<file path="config.mk">
export PLATFORM = sky130hd
export DESIGN_NAME = fence_t_sequencer
export DESIGN_NICKNAME = d
export VERILOG_FILES = /design/src/rtl/fence_t_sequencer_pkg.sv /design/src/rtl/fence_t_sequencer_counter.sv /design/src/rtl/fence_t_sequencer.sv
export SDC_FILE = /design/constraint.sdc
export NUM_CORES = 1
export LEC_CHECK = 0
export ABC_AREA = 1
export BUFFER_PORTS_ARGS = -buffer_cell sky130_fd_sc_hd__buf_2
export CORE_MARGIN = 1
export CORE_UTILIZATION = 25
export CTS_BUF_LIST = sky130_fd_sc_hd__clkbuf_16
export DETAILED_ROUTE_END_ITERATION = 6
export PLACE_DENSITY_LB_ADDON = 0.2
export SYNTH_ARGS = -nofsm -noshare
export SYNTH_HDL_FRONTEND = slang
export SYNTH_SLANG_ARGS = --single-unit
export TNS_END_PERCENT = 5
</file>
<file path="constraint.sdc">
create_clock -name clk_i -period 4 [get_ports clk_i]
set_input_delay 1 -clock clk_i [delete_from_list [all_inputs] [get_ports clk_i]]
set_output_delay 1 -clock clk_i [all_outputs]
set_load 0.01 [all_outputs]
</file>
<file path="src/rtl/fence_t_sequencer_pkg.sv">
// fence_t_sequencer_pkg
//   Shared types for the fence.t temporal-fence sequencer: the sequencer
//   state, the pad-source selector and the privilege encodings that the
//   pad trigger logic compares against.
package fence_t_sequencer_pkg;

  // Sequencer phases, in the order one fence.t walks through them.
  typedef enum logic [2:0] {
    IDLE  = 3'd0,
    FLUSH = 3'd1,
    DRAIN = 3'd2,
    PAD   = 3'd3,
    RST   = 3'd4
  } fence_t_state_e;

  // Event that (re)starts the pad counter. PAD_RSVD behaves like PAD_NONE.
  typedef enum logic [1:0] {
    PAD_TIMER = 2'd0,
    PAD_UMODE = 2'd1,
    PAD_NONE  = 2'd2,
    PAD_RSVD  = 2'd3
  } fence_t_pad_src_e;

  localparam logic [1:0] PRIV_U = 2'b00;
  localparam logic [1:0] PRIV_M = 2'b11;

  // Pad sources that skip the PAD phase entirely.
  function automatic logic pad_skipped(fence_t_pad_src_e src);
    return (src == PAD_NONE) || (src == PAD_RSVD);
  endfunction

endpackage

</file>
<file path="src/rtl/fence_t_sequencer_counter.sv">
// fence_t_sequencer_counter
//   Generic up/down counter with synchronous clear and load.
//   Priority: clear > load > count. Counting wraps; callers gate en_i to
//   get saturation.
// Ports:
//   clk_i, rst_ni  clock, async active-low reset (count -> 0)
//   clear_i        force count to 0
//   load_i, d_i    load d_i
//   en_i, down_i   step by one, downwards when down_i
//   q_o            current count
module fence_t_sequencer_counter #(
  parameter int unsigned Width = 4
) (
  input  logic             clk_i,
  input  logic             rst_ni,
  input  logic             clear_i,
  input  logic             load_i,
  input  logic [Width-1:0] d_i,
  input  logic             en_i,
  input  logic             down_i,
  output logic [Width-1:0] q_o
);

  always_ff @(posedge clk_i or negedge rst_ni) begin
    if (!rst_ni)      q_o <= '0;
    else if (clear_i) q_o <= '0;
    else if (load_i)  q_o <= d_i;
    else if (en_i)    q_o <= down_i ? q_o - Width'(1) : q_o + Width'(1);
  end

endmodule

</file>
<file path="src/rtl/fence_t_sequencer.sv">
// fence_t_sequencer
//   Runs the fence.t temporal fence: dcache flush, drain of all handshaked
//   memory ports, optional time padding, a microarchitectural reset pulse
//   and a cache re-init suppression window. Captures the resume PC.
//   rst_uarch_no must never be routed back into this block's rst_ni,
//   otherwise the sequencer would reset itself out of RST.
// Ports:
//   clk_i, rst_ni          clock, async active-low reset
//   fence_t_i, pc_commit_i committed fence.t pulse and its PC
//   boot_addr_i            reset vector, shown on rst_addr_o until a capture
//   rst_addr_o             fetch address after the microreset
//   flush_dcache_o/_ack_i  dcache flush handshake
//   flush_icache_o         icache flush pulse, same cycle as acceptance
//   busy_i                 per-port outstanding-transaction flags
//   pad_i, pad_src_i       pad length and the event that starts it
//   time_irq_i, priv_lvl_i raw inputs for the pad trigger events
//   ceil_clr_i, ceil_o     clear / read the largest pre-pad execution time
//   halt_o, stall_cache_o  high whenever a fence is in progress
//   rst_uarch_no           microarchitectural reset, active low
//   cache_init_no          cache init suppression window
module fence_t_sequencer
  import fence_t_sequencer_pkg::*;
#(
  parameter int unsigned VLEN            = 64,
  parameter int unsigned NrDrainPorts    = 2,
  parameter int unsigned DrainIdleCycles = 16,
  parameter int unsigned RstUarchCycles  = 16,
  parameter int unsigned CacheInitCycles = 3,
  parameter int unsigned PadWidth        = 32
) (
  input  logic                    clk_i,
  input  logic                    rst_ni,
  input  logic                    fence_t_i,
  input  logic [VLEN-1:0]         pc_commit_i,
  input  logic [VLEN-1:0]         boot_addr_i,
  output logic [VLEN-1:0]         rst_addr_o,
  output logic                    flush_dcache_o,
  input  logic                    flush_dcache_ack_i,
  output logic                    flush_icache_o,
  input  logic [NrDrainPorts-1:0] busy_i,
  input  logic [PadWidth-1:0]     pad_i,
  input  logic [1:0]              pad_src_i,
  input  logic                    time_irq_i,
  input  logic [1:0]              priv_lvl_i,
  input  logic                    ceil_clr_i,
  output logic [PadWidth-1:0]     ceil_o,
  output logic                    halt_o,
  output logic                    stall_cache_o,
  output logic                    rst_uarch_no,
  output logic                    cache_init_no
);

  localparam int unsigned         DrainW   = $clog2(DrainIdleCycles);
  localparam logic [DrainW-1:0]   DrainMax = DrainW'(DrainIdleCycles - 1);
  // +1 keeps the width non-zero when the pulse is a single cycle.
  localparam int unsigned         RstW     = $clog2(RstUarchCycles + 1);
  localparam logic [RstW-1:0]     RstLast  = RstW'(RstUarchCycles - 1);

  fence_t_state_e             state_q, state_d;
  fence_t_pad_src_e           pad_src;
  logic [DrainW-1:0]          drain_cnt;
  logic [PadWidth-1:0]        pad_cnt, pad_cand, ceil_q;
  logic [RstW-1:0]            rst_cnt_q, rst_cnt_d;
  logic [CacheInitCycles-1:0] init_pipe;
  logic [VLEN-1:0]            rst_addr_q;
  logic                       rst_addr_vld_q;
  logic [1:0]                 priv_q;
  logic                       irq_q;
  logic                       rst_uarch_q;
  logic                       accept, drain_done, pad_load, pad_zero;

  assign pad_src    = fence_t_pad_src_e'(pad_src_i);
  assign accept     = (state_q == IDLE) && fence_t_i;
  assign drain_done = (state_q == DRAIN) && (drain_cnt == DrainMax);
  assign pad_zero   = (pad_cnt == '0);

  // Pad trigger: timer irq rising edge, or leaving U-mode.
  assign pad_load = ((pad_src == PAD_TIMER) && time_irq_i && !irq_q) ||
                    ((pad_src == PAD_UMODE) && (priv_q == PRIV_U) &&
                     (priv_lvl_i != PRIV_U));

  // Execution time already spent since the pad event when the drain ends.
  assign pad_cand = pad_zero ? '0 : pad_i - pad_cnt;

  // Consecutive all-idle cycles; free-running, saturating.
  fence_t_sequencer_counter #(.Width(DrainW)) i_drain_cnt (
    .clk_i   (clk_i),
    .rst_ni  (rst_ni),
    .clear_i (|busy_i),
    .load_i  (1'b0),
    .d_i     ('0),
    .en_i    (drain_cnt != DrainMax),
    .down_i  (1'b0),
    .q_o     (drain_cnt)
  );

  // Remaining pad cycles; free-running, reloads on every trigger event.
  fence_t_sequencer_counter #(.Width(PadWidth)) i_pad_cnt (
    .clk_i   (clk_i),
    .rst_ni  (rst_ni),
    .clear_i (1'b0),
    .load_i  (pad_load),
    .d_i     (pad_i),
    .en_i    (!pad_zero),
    .down_i  (1'b1),
    .q_o     (pad_cnt)
  );

  always_comb begin
    state_d        = state_q;
    rst_cnt_d      = '0;
    flush_icache_o = accept;
    flush_dcache_o = (state_q == FLUSH);
    halt_o         = (state_q != IDLE);
    stall_cache_o  = (state_q != IDLE);
    unique case (state_q)
      IDLE:  if (fence_t_i) state_d = FLUSH;
      FLUSH: if (flush_dcache_ack_i) state_d = DRAIN;
      DRAIN: if (drain_done) state_d = pad_skipped(pad_src) ? RST : PAD;
      PAD:   if (pad_zero) state_d = RST;
      RST: begin
        if (rst_cnt_q == RstLast) state_d = IDLE;
        else rst_cnt_d = rst_cnt_q + RstW'(1);
      end
      default: state_d = IDLE;
    endcase
  end

  always_ff @(posedge clk_i or negedge rst_ni) begin
    if (!rst_ni) begin
      state_q        <= IDLE;
      rst_cnt_q      <= '0;
      rst_uarch_q    <= 1'b1;
      init_pipe      <= '0;
      rst_addr_q     <= '0;
      rst_addr_vld_q <= 1'b0;
      ceil_q         <= '0;
      priv_q         <= PRIV_M;
      irq_q          <= 1'b0;
    end else begin
      state_q     <= state_d;
      rst_cnt_q   <= rst_cnt_d;
      // Registered so the reset line is a clean flop output; timing equals
      // a decode of state_q == RST.
      rst_uarch_q <= (state_d != RST);
      priv_q      <= priv_lvl_i;
      irq_q       <= time_irq_i;
      init_pipe[0] <= (state_q == RST);
      for (int i = 1; i < CacheInitCycles; i++) init_pipe[i] <= init_pipe[i-1];
      if (accept) begin
        rst_addr_q     <= pc_commit_i + VLEN'(4);
        rst_addr_vld_q <= 1'b1;
      end
      // A clear that lands on the drain exit keeps the fresh sample.
      if (ceil_clr_i)                         ceil_q <= drain_done ? pad_cand : '0;
      else if (drain_done && pad_cand > ceil_q) ceil_q <= pad_cand;
    end
  end

  // Until the first capture the resume address is the reset vector.
  assign rst_addr_o    = rst_addr_vld_q ? rst_addr_q : boot_addr_i;
  assign ceil_o        = ceil_q;
  assign rst_uarch_no  = rst_uarch_q;
  assign cache_init_no = |init_pipe;

endmodule

</file>
==> metrics.md <==
| Metric | Value |
|---|---|
| Full die area | 48,000 sq um |
| Share of post-route cells with drive strength above 1 | a little under a third |
| Skew-Pair Late Insertion Delay | 0.49 ns |
| FP Rows | slightly below 80 |
| Drt via density | ~4.6 |
| First-pass GRT wire length | between 60,000 and 70,000 um |
| Dominant cell type by area after synthesis | dfrtp_1 |
| Synthesized area | 11,800 sq um |
| #FFs+latches synth | 148 |
| Antenna violation net count after detailed routing | 0 |
| Final Hold Vio Count | 0 |
| Routability cong. | around 0.9 |
| Initial Util | 25.3% |
| CTS tree | built |
| Pre-antenna DRT Iters | 5 |
| Total grt overflow | 0 |
| Max-Slew Margin vs Limit | between 20 and 25% |
| Post-DP HPWL | 34,100 um |
| Yosys warnings | 0 |
| Sequential share of power | around a quarter |
| Final setup fails | 0 |
| Die width | between 200 and 250 um |
| RSZ-0062 raised after global routing | yes |
| Clock Sinks | 148 |
| DR WL/cell | ~16 um |
| DRT iter0 DRCs | slightly below 700 |
| Syn_nets | between 1,500 and 2,000 |
| Combinational power share | between 50 and 60% |
| NetSw | between 3 and 4 mW |
| Worst r2r dst | ceil_o[3] |
| Crit share post-route | 98.5% |
| Fin crit period | 3.94 ns |
| CP Class | in -> reg |
| CP Launch Type | input pin |
| Hold Path End | init_pipe[1] |
| CP endpoint kind | flip-flop |
| Net Sw Frac | roughly 43% |
| Antenna diode instance count | 0 |
| Port bufs | ~270 |
| Peak VDD IR | between 0.3 and 0.4 mV |
| Pwr Total | ~9 mW |
| Clock buffer count from CTS | 17 |
| Area overhead of the layout relative to synthesis | 38.8% |
| Unique cell type count in the Yosys netlist | 59 |
| Arrival @ worst endpoint | 4.32 ns |
| CTS max path bufs | 2 |
| Synthesized area per cell | between 6 and 7 sq um |
| Slew @ Worst Pin | around 1.2 ns |
| Max Fclk | roughly 250 MHz |
| Final wirelength | 43,400 um |
| Initial antenna violation count | 3 |
| Vias in the first global route | approximately 13,000 |
| Clock power frac | 18.4% |
| Worst min path class | reg -> reg |
| Routed vias | 12,800 |
| Total GRT Usage | 18.5% |
| Core ar. | between 40,000 and 50,000 sq um |
| Met2 Use GR | a little under a third |
| Die H | roughly 220 um |
| Worst r2r path cells | 28 |
| Status | completed |
| Internal power | approximately 5.2 mW |
| Cell depth of the worst hold path | 0 |
| Critical R2R Launch | i_pad_cnt.q_o[2] |
| Hold Buf Count CTS | 0 |
| Nets | around 2,400 |
| Pins over their slew limit | 0 |
| Utilization after layout | between 30% and 40% |
| R2r setup slk | 0.14 ns |
| LEAKAGE | around 8.5 nW |
| Largest net degree at the start of global routing | 92 |
| Root buffer cell | clkbuf_16 |
| GR Layer Usage met1 | between 20% and 30% |
| Clk pin slew, worst setup/hold paths | 0.07 ns |
| Synth top area share | slightly above 30% |
| CP Max Fanout | 8 |
| Total of max-cap violations | 0 |
| Seq/Total Area, Yosys | roughly a third |
| Synth Instances | around 1,700 |
| Cell Pwr Density | about 560 nW/um^2 |
| H-tree lvl count | 4 |
| HP Start | init_pipe[0] |
| Fillers | between 5,000 and 6,000 |
| I/O pin count | about 270 |
| GRT Max-Usage Layer | met2 |
| Clk_skew | around 0.014 ns |
| Met3 Usage GRT | under 10% |
| CP Data Required Time | ~4.4 ns |
| Synth area leaders | dfrtp_1 (31%), nand2_1 (19%), ha_1 (7.1%) |
| Drc violations | 0 |
sequential cells by signal, summed over array words and instances, names as in the netlist, 2 cells and up:
register         flops
rst_cnt_q            5
priv_q               2
init_pipe            3
state_q              3
i_pad_cnt.q_o       32
rst_addr_q          64
i_drain_cnt.q_o      4
ceil_o              32
final cells by class:
cell class	count	area [sq um]	share of cell area [%]
timing repair buffer	443	2780	17.0
tap	607	759	4.65
clock inverter	15	165	1.01
inverter	214	821	5.02
sequential	148	3710	22.7
multi-input combinational	1336	7670	47.0
clock buffer	17	425	2.60
worst max-delay path by stage:
stage / start / to / slack (ns) / cells after the start
after floorplan: pad_i[0] / ceil_o[13] / -0.02 / 28
after global placement: pad_i[2] / ceil_o[7] / -0.60 / 27
after detailed placement: pad_i[2] / ceil_o[3] / -0.69 / 27
after CTS: pad_i[9] / ceil_o[22] / 0.02 / 27
after global routing: pad_i[5] / ceil_o[3] / -0.11 / 27
final: pad_i[2] / ceil_o[3] / 0.06 / 28
timing repair:
item	in CTS	in global routing
resized for setup	8	142
setup buffers	1	10
cloned	0	3
pin swaps	2	49
setup endpoints to repair	32	32
routing by layer:
metal  vias up  routed length (um)
met5         -                  40
met4         6                1050
met3        55                2120
met2       290               21100
met1      5980               19100
li1       6433                   -
stage by stage:
stage               setup TNS (ns)  setup slack [ns]  hold WS [ns]  cells  area, sq um
floorplan                   -0.170           -0.0159         0.348   1748        11800
global placement            -18.85            -0.599         0.353   2734        15000
detailed placement          -21.58            -0.694         0.363   2734        15000
CTS                              0            0.0181         0.379   2767        15600
global route                 -2.46            -0.110         0.391   2780        16300
finish                           0            0.0593         0.373   2780        16300
Yosys cell counts, drive strengths merged:
| library cell | n |
|---|---|
| or2 | 6 |
| fa | 1 |
| and2 | 2 |
| nand3 | 89 |
| o31ai | 3 |
| and3 | 3 |
| a31oi | 12 |
| nor2 | 182 |
| inv | 211 |
| nand4 | 27 |
| o211ai | 1 |
| clkbuf | 41 |
| o21a | 3 |
| ha | 67 |
| xor2 | 51 |
| nor4 | 16 |
| a221o | 1 |
| o2111ai | 2 |
| xnor2 | 19 |
| nand3b | 3 |
| o22ai | 2 |
| dfstp | 3 |
| a41oi | 1 |
| a22oi | 1 |
| o21bai | 3 |
| a21o | 5 |
| nor3 | 56 |
| dfrtp | 145 |
| o221ai | 2 |
| a221oi | 2 |
| buf | 9 |
| o21ai | 105 |
| nand2 | 597 |
| a32o | 1 |
| a21boi | 2 |
| or3 | 3 |
| a211oi | 3 |
| clkinv | 3 |
| nor3b | 3 |
| a21oi | 62 |
power groups by stage:
stage / clock (mW) / sequential, mW / combinational (mW)
final: 1.70 / 2.36 / 5.16
after global routing: 1.83 / 2.43 / 5.84
after CTS: 1.79 / 2.36 / 4.73
after detailed placement: 0 / 2.37 / 4.68
after global placement: 0 / 2.37 / 4.64
after floorplan: 0 / 2.32 / 2.64
logic make-up (layout without fill, tap and decap cells):
family,count (synthesis),in the layout,synth area share (%)
compound gates,211,211,9.91
xor+xnor,70,70,5.21
fa+ha+maj,68,68,7.29
buf+inv,264,689,8.76
flops,148,148,31.5
simple gates,987,987,37.3
critical path, stage by stage:
cell,delay (ns)
buf_8,0.10
ha_4,0.22
a21oi_2,0.12
nand2_1,0.09
a21oi_2,0.22
o21ai_2,0.11
buf_6,0.12
a21boi_2,0.14
buf_4,0.12
inv_2,0.03
nand2_2,0.06
nand2_2,0.05
nor2_2,0.11
ha_1,0.25
a21oi_2,0.13
o21ai_1,0.08
a21o_1,0.19
a21oi_2,0.13
o21ai_1,0.09
a21oi_2,0.15
nor2_1,0.07
nor2_1,0.08
nand2_1,0.09
nand2_4,0.12
nand2_8,0.10
clkbuf_16,0.22
nand2_2,0.05
nand2_1,0.05
cells in the final DEF (no fill, tap or decap), drive strengths merged, types with 3 or more instances in the layout:
cell    count
clkbuf     20
clkinv      5
o21bai      3
dfstp       3
nand3      89
nor3       56
a21o        5
or3         3
xor2       51
a21oi      62
a211oi      3
and3        3
ha         67
nand2     597
o21ai     105
o21a        3
xnor2      19
nand3b      3
o31ai       3
nor3b       3
or2         6
nor2      182
a31oi      12
dfrtp     145
nand4      27
buf       440
inv       221
nor4       16
(Power assumes the default switching activity.)
